## src/rtl/sr_pkg.sv

```systemverilog
// Shared definitions for the sr shift-register family.
package sr_pkg;

   typedef enum logic {
      SHIFT_LEFT  = 1'b0,
      SHIFT_RIGHT = 1'b1
   } SHIFT_OP;

endpackage

```

## src/rtl/sr_serializer_if.sv

```systemverilog
// Load (word) and serial (bit) handshake bundle for sr_serializer.
interface sr_serializer_if
   import sr_pkg::*;
#(
   parameter int unsigned WIDTH = 4
) ();

   SHIFT_OP            op;
   logic               load_valid;
   logic [WIDTH-1:0]   load_data;
   logic               load_ready;
   logic               serial_out;
   logic               serial_valid;
   logic               serial_last;
   logic               serial_ready;

   modport master (
      output op, load_valid, load_data, serial_ready,
      input  load_ready, serial_out, serial_valid, serial_last
   );

   modport slave (
      input  op, load_valid, load_data, serial_ready,
      output load_ready, serial_out, serial_valid, serial_last
   );

endinterface

```

## src/rtl/sr_serializer.sv

```systemverilog
// Parallel-in, serial-out transmitter; bit order per word chosen by op so that an
// sr receiver with the same op reassembles the word.
module sr_serializer
   import sr_pkg::*;
#(
   parameter int unsigned WIDTH = 4
) (
   input logic            clk,
   input logic            reset,
   sr_serializer_if.slave bus
);

   localparam int unsigned CNT_W = (WIDTH < 2) ? 1 : $clog2(WIDTH);
   localparam logic [CNT_W-1:0] LAST_CNT = CNT_W'(WIDTH - 1);

   generate
      if (WIDTH < 2) begin : g_width_check
         $error("sr_serializer: WIDTH must be >= 2");
      end
   endgenerate

   typedef enum logic {
      IDLE,
      SHIFT
   } SER_STATE;

   SER_STATE         state;
   logic [WIDTH-1:0] shreg;
   SHIFT_OP          op_q;
   logic [CNT_W-1:0] cnt;

   logic load_acc;
   logic bit_acc;
   logic is_last;

   assign is_last = (state == SHIFT) && (cnt == LAST_CNT);
   assign bit_acc = (state == SHIFT) && bus.serial_ready;
   assign load_acc = bus.load_valid && bus.load_ready;

   assign bus.serial_valid = (state == SHIFT);
   assign bus.serial_last  = is_last;
   assign bus.serial_out   = (state == SHIFT) &&
                             ((op_q == SHIFT_LEFT) ? shreg[WIDTH-1] : shreg[0]);
   // Ready on the last-bit accept lets the next word start with no bubble.
   assign bus.load_ready   = reset && ((state == IDLE) || (is_last && bus.serial_ready));

   always_ff @(posedge clk) begin
      if (!reset) begin
         state <= IDLE;
         shreg <= '0;
         op_q  <= SHIFT_LEFT;
         cnt   <= '0;
      end else begin
         unique case (state)
            IDLE: begin
               if (load_acc) begin
                  shreg <= bus.load_data;
                  op_q  <= bus.op;
                  cnt   <= '0;
                  state <= SHIFT;
               end
            end
            SHIFT: begin
               if (bit_acc) begin
                  if (is_last) begin
                     if (load_acc) begin
                        shreg <= bus.load_data;
                        op_q  <= bus.op;
                        cnt   <= '0;
                     end else begin
                        state <= IDLE;
                     end
                  end else begin
                     cnt <= cnt + 1'b1;
                     if (op_q == SHIFT_LEFT) begin
                        shreg <= {shreg[WIDTH-2:0], 1'b0};
                     end else begin
                        shreg <= {1'b0, shreg[WIDTH-1:1]};
                     end
                  end
               end
            end
            default: state <= IDLE;
         endcase
      end
   end

endmodule

```

## src/flat_wrapper.sv

```systemverilog
// flat-port wrapper written by rule: the top's interface ports become plain ports
module sr_serializer_flat import sr_pkg::*;
#(
   parameter int unsigned WIDTH = 4
)
  (clk, reset, bus_op, bus_load_valid, bus_load_data, bus_serial_ready, bus_load_ready, bus_serial_out, bus_serial_valid, bus_serial_last);
  sr_serializer_if #(.WIDTH(WIDTH)) bus_i ();
  input logic clk;
  input logic reset;
  input wire logic [$bits(bus_i.op)-1:0] bus_op;
  input wire logic [$bits(bus_i.load_valid)-1:0] bus_load_valid;
  input wire logic [$bits(bus_i.load_data)-1:0] bus_load_data;
  input wire logic [$bits(bus_i.serial_ready)-1:0] bus_serial_ready;
  output wire logic [$bits(bus_i.load_ready)-1:0] bus_load_ready;
  output wire logic [$bits(bus_i.serial_out)-1:0] bus_serial_out;
  output wire logic [$bits(bus_i.serial_valid)-1:0] bus_serial_valid;
  output wire logic [$bits(bus_i.serial_last)-1:0] bus_serial_last;
  assign bus_i.op = bus_op;
  assign bus_i.load_valid = bus_load_valid;
  assign bus_i.load_data = bus_load_data;
  assign bus_i.serial_ready = bus_serial_ready;
  assign bus_load_ready = bus_i.load_ready;
  assign bus_serial_out = bus_i.serial_out;
  assign bus_serial_valid = bus_i.serial_valid;
  assign bus_serial_last = bus_i.serial_last;
  sr_serializer #(.WIDTH(WIDTH)) u_core (.clk(clk), .reset(reset), .bus(bus_i));
endmodule
```

## config.mk

```make
export PLATFORM = sky130hd
export DESIGN_NAME = sr_serializer_flat
export DESIGN_NICKNAME = d
export VERILOG_FILES = /design/src/rtl/sr_pkg.sv /design/src/rtl/sr_serializer_if.sv /design/src/rtl/sr_serializer.sv /design/src/flat_wrapper.sv
export SDC_FILE = /design/constraint.sdc
export NUM_CORES = 1
export LEC_CHECK = 0
export ABC_CLOCK_PERIOD_IN_PS = 3600
export CAP_MARGIN = 10
export CELL_PAD_IN_SITES_DETAIL_PLACEMENT = 0
export CELL_PAD_IN_SITES_GLOBAL_PLACEMENT = 2
export CORE_MARGIN = 5
export CORE_UTILIZATION = 29
export CTS_BUF_LIST = sky130_fd_sc_hd__clkbuf_8
export CTS_CLUSTER_DIAMETER = 200
export DETAILED_ROUTE_END_ITERATION = 10
export GPL_ROUTABILITY_DRIVEN = 0
export PLACE_DENSITY_LB_ADDON = 0.1
export SLEW_MARGIN = 20
export SYNTH_ARGS = -nofsm -noshare
export SYNTH_HDL_FRONTEND = slang
export SYNTH_SLANG_ARGS = --single-unit
```

## constraint.sdc

```tcl
create_clock -name clk -period 3.6 [get_ports clk]
set_input_delay 0.36 -clock clk [delete_from_list [all_inputs] [get_ports clk]]
set_output_delay 0.36 -clock clk [all_outputs]
set_load 0.01 [all_outputs]
```

---- Word level (Yosys, flattened, before mapping) ----
Index checks and enable logic that the tools add are counted.
word-level totals
  bits of input ports ..................... 9
  register bits ........................... 8
  logic and storage cells ................. 35
operators by class
  bitwise operators ....................... 1
  add/subtract/negate cells ............... 1
  muxes and demuxes ....................... 18
  reduce and logical (&&, ||, !) cells .... 8
  equal/unequal tests ..................... 3
operators with widths
  cell                 number
  $mux 4               4
  $pmux 4 s2           1
  $mux 1               7
  $logic_and 1x1->1    6
  $mux 2               3
  $ne 2x2->1 const B   2
  $pmux 1 s2           2
  $pmux 2 s2           1
  $add 2x1->2 const B  1
  $eq 2x2->1 const B   1
  $reduce_and 2->1     1
  $logic_or 1x1->1     1
  $not 1->1            1

---- Depth between registers and ports, before layout ----
  depth after elaboration ................. 10
  depth in mapped cells ................... 6
  mapped depth without buffers ............ 5

---- Least setup slack after synthesis ----
OpenSTA, ideal clock, no wires.
  path kind ............................... register to register
  from .................................... reg u_core.cnt[0]
  to ...................................... reg u_core.shreg[3]
  required time ........................... 3530 ps
  library setup time ...................... 70 ps
  arrival ................................. 1362 ps
  cell stages (with the launch flop) ...... 7
  setup slack ............................. 2168 ps
  path buffers ............................ 1
  cell sequence ........................... dfxtp_1 > ha_1 > and2b_1 > buf_4 > mux2i_1 > or3_1 > a21boi_1
on the way
  word-level cells in the longest chain between the ends .. 10
RTL lines
  item                      line                 source
  start: declaration        sr_serializer.sv:30  logic [CNT_W-1:0] cnt;
  start signal: assignment  sr_serializer.sv:74  cnt <= cnt + 1'b1;
  $eq 2x2->1 *              sr_serializer.sv:36  assign is_last = (state == SHIFT) && (cnt == LAST_CNT);
  $logic_and 1x1->1 *       sr_serializer.sv:36
  $logic_and 1x1->1         sr_serializer.sv:45  assign bus.load_ready = reset && ((state == IDLE) || (is_last && bus.serial_ready));
  $logic_or 1x1->1          sr_serializer.sv:45
  $logic_and 1x1->1         sr_serializer.sv:45
  $logic_and 1x1->1         sr_serializer.sv:38  assign load_acc = bus.load_valid && bus.load_ready;
  $mux 4                    --
  $mux 4                    sr_serializer.sv:65  if (is_last) begin
  $mux 4                    sr_serializer.sv:64  if (bit_acc) begin
  $pmux 4 s2 *              sr_serializer.sv:54  unique case (state)
  end signal: assignment    sr_serializer.sv:57  shreg <= bus.load_data;
  end signal: assignment    sr_serializer.sv:67  shreg <= bus.load_data;
  end signal: assignment    sr_serializer.sv:76  shreg <= {shreg[WIDTH-2:0], 1'b0};
  end: declaration          sr_serializer.sv:28  logic [WIDTH-1:0] shreg;
Every way passes the cells marked *; elsewhere a longest branch is shown, timed or not. The select of a mux whose other input is x is not followed.
A chain may end at the register's enable or synchronous reset.

---- Worst setup path after layout ----
  from .................................... in bus_serial_ready
  to ...................................... out bus_load_ready
on the way
  word-level cells in the longest chain between the ends .. 3
RTL lines
  item                line                 source
  start: declaration  flat_wrapper.sv:13   input wire logic [$bits(bus_i.serial_ready)-1:0] bus_serial_ready;
  $logic_and 1x1->1   sr_serializer.sv:45
  $logic_or 1x1->1    sr_serializer.sv:45
  $logic_and 1x1->1   sr_serializer.sv:45
  end: declaration    flat_wrapper.sv:14   output wire logic [$bits(bus_i.load_ready)-1:0] bus_load_ready;
No other way between the ends.

==> out/summary.txt <==
Final net count - 80
Total leakage power - 0.229 nW
CP startpoint kind - input pin
Drt first pass iters - 4
Clock sinks - 8
Synth Register Bits - 8
WL/cell - 13.3 um
CTS H-tree depth - 1
Post-CTS sizing - 0
Die area - 0.00252 mm^2
CTS tree - done
CP required - 3240 ps
Core area - 0.00152 mm^2
CP most frequent cell - clkdlybuf4s50_1
Outcome - finished, final reports clean
Final Max Tran Viols - 0
Ant. Diodes - 0
Seq/Total Area, Yosys - 34.2%
Post-Synthesis Cell Area - 468 um^2
Pwr dens - 391 mW/mm^2
Max_slew headroom - 75.7%
Fraction of registers with async set/reset - 0%
First-pass GRT wire length - 1900 um
Final ANT Viol Nets - 0
Core Util, Final - 41.4%
Clock Tree Root - clkbuf_8
CTS clk-pin slew, worst paths - 40 ps
Postcts setup bufs - 0
Die Y - 50.2 um
Crit path max fanout - 8
Initial Utilization - 30.7%
Gr ovfl total - 0
Max frequency - 442 MHz
RSZ-0062 raised after global routing - false
Worst path slowest cell - clkdlybuf4s50_1
# IOs - 13
Leading cell types in the layout, fill and taps excluded - clkdlybuf4s50_1 (12), dfxtp_1 (8), nor2b_1 (6), mux2i_1 (5), nand2_1 (5)
Main synth FF type - dfxtp_1
CP delay by family, top - buffers and inverters
Vias per cell - 5.21
Distinct cells, synth - 23
Final hold violations - 0
Worst Skew - 8.14 ps
FILL cells - 157
Total negative setup slack - 0 ps
Port-buffer cells - 12
Post-synth EDFFs - 0
Area growth from synthesis to layout - 34.8%
Syn Area/Cell - 8.21 um^2
Hold_buf cts - 0
Iteration-0 DRC Markers - 19
Number of global-route vias before repair - 413
Type of element capturing the critical path - output pin
CTS max path bufs - 2
Synth warn - 0
Drt total wl - 1120 um
CP Class - in2out
Share of cells above drive strength 1 - 4.41%
Residual DRC - 0
Total CTS buffers - 3
Cells along the critical path - clkdlybuf4s50_1 > a21boi_1 > nor2b_1 > clkdlybuf4s50_1
Period utilization - 62.9%
Std cell rows - 14
Minimum clock period - 2260 ps
Critical Path AT - 1900 ps
VDD IR-drop max - 155 uV
Max_cap viols - 0
Worst path max stage delay - 600 ps
Most common cell after layout, fill and taps aside - clkdlybuf4s50_1
Synthesized Nets - 67
Hold crit path type - reg2reg
Initial antenna violation count - 0
Worst slew pin tran - 363 ps
Worst skew pair latency - 230 ps
Gate Count Post-Synth - 57
WP buf/inv - 2
Dpl hpwl - 836 um
Final setup viols - 0
Largest net degree at the start of global routing - 12
GRT Total Usage - 9.75%
Die X - 50.2 um
Vias post-DR - 438
-- cell usage after synthesis (all sizes together), types with 3 or more instances --
cell,number,area (um^2)
clkbuf,3,11.3
o21ai,3,15.0
o211ai,4,30.0
nand3,4,20.0
nand2,5,18.8
mux2i,5,50.1
a21boi,3,22.5
nor2b,6,37.5
dfxtp,8,160
a21oi,4,20.0
-- metrics by stage --
stage	worst slack (ps)	cell area, um^2	std cells	hold WS (ps)	total power, mW
finish	1340	631	84	459	0.247
global route	1190	631	84	491	0.259
CTS	1340	631	84	464	0.250
detailed placement	1360	589	81	458	0.141
global placement	1380	589	81	453	0.142
floorplan	2170	468	57	436	0.124
-- registers in the layout, summed over array words and instances (netlist names) --
signal / cells
u_core.shreg: 4
u_core.op_q: 1
u_core.cnt: 2
u_core.bus.serial_valid: 1
-- tightest hold or removal path: stages (launching register included) --
cell and delay [ps]:
dfxtp_1 310, nand2_1 50, a21oi_1 60
-- kinds of logic after synthesis --
family | after synthesis | share of synthesized area (%)
and+or+nand+nor | 22 | 25.9
AOI/OAI and AO/OA | 16 | 21.7
DFF | 8 | 34.2
buffers and inverters | 5 | 4.81
muxes | 5 | 10.7
adders and majority gates | 1 | 2.67
-- where the power goes --
group | leakage, nW | switching [mW] | internal (mW) | total (mW)
registers | 0.0657 | 0.00591 | 0.0943 | 0.100
clock network | 0.0216 | 0.0346 | 0.0724 | 0.107
logic | 0.142 | 0.0174 | 0.0223 | 0.0397
total | 0.229 | 0.0579 | 0.189 | 0.247
-- metal layers --
metal	vias up	share of wire, %	global-route usage [%]
li1	223	-	-
met1	194	51	13.8
met2	17	39	13.0
met3	4	8.3	2.96
met4	0	1.9	5.24
met5	-	0	0
-- layout make-up --
cell class,count,area (um^2),area share (%)
Timing Repair Buffer,12,120,19.0
Sequential cell,8,160,25.4
Clock buffer,3,41.3,6.55
Tap cell,16,20.0,3.17
Multi-Input combinational cell,44,285,45.2
Inverter,1,3.75,0.595
-- worst paths after layout --
check / start / endpoint / slack [ps] / depth (start not counted)
worst max-delay path: bus_serial_ready / bus_load_ready / 1340 / 4
worst min-delay path: u_core.cnt[1]$_SDFFE_PN0N_ / u_core.cnt[1]$_SDFFE_PN0N_ / 460 / 2
worst max register to register: u_core.cnt[0]$_SDFFE_PN0N_ / u_core.shreg[3]$_SDFFE_PN0N_ / 2020 / 5
worst min register to register: u_core.cnt[1]$_SDFFE_PN0N_ / u_core.cnt[1]$_SDFFE_PN0N_ / 460 / 2
(Power assumes the default switching activity.)
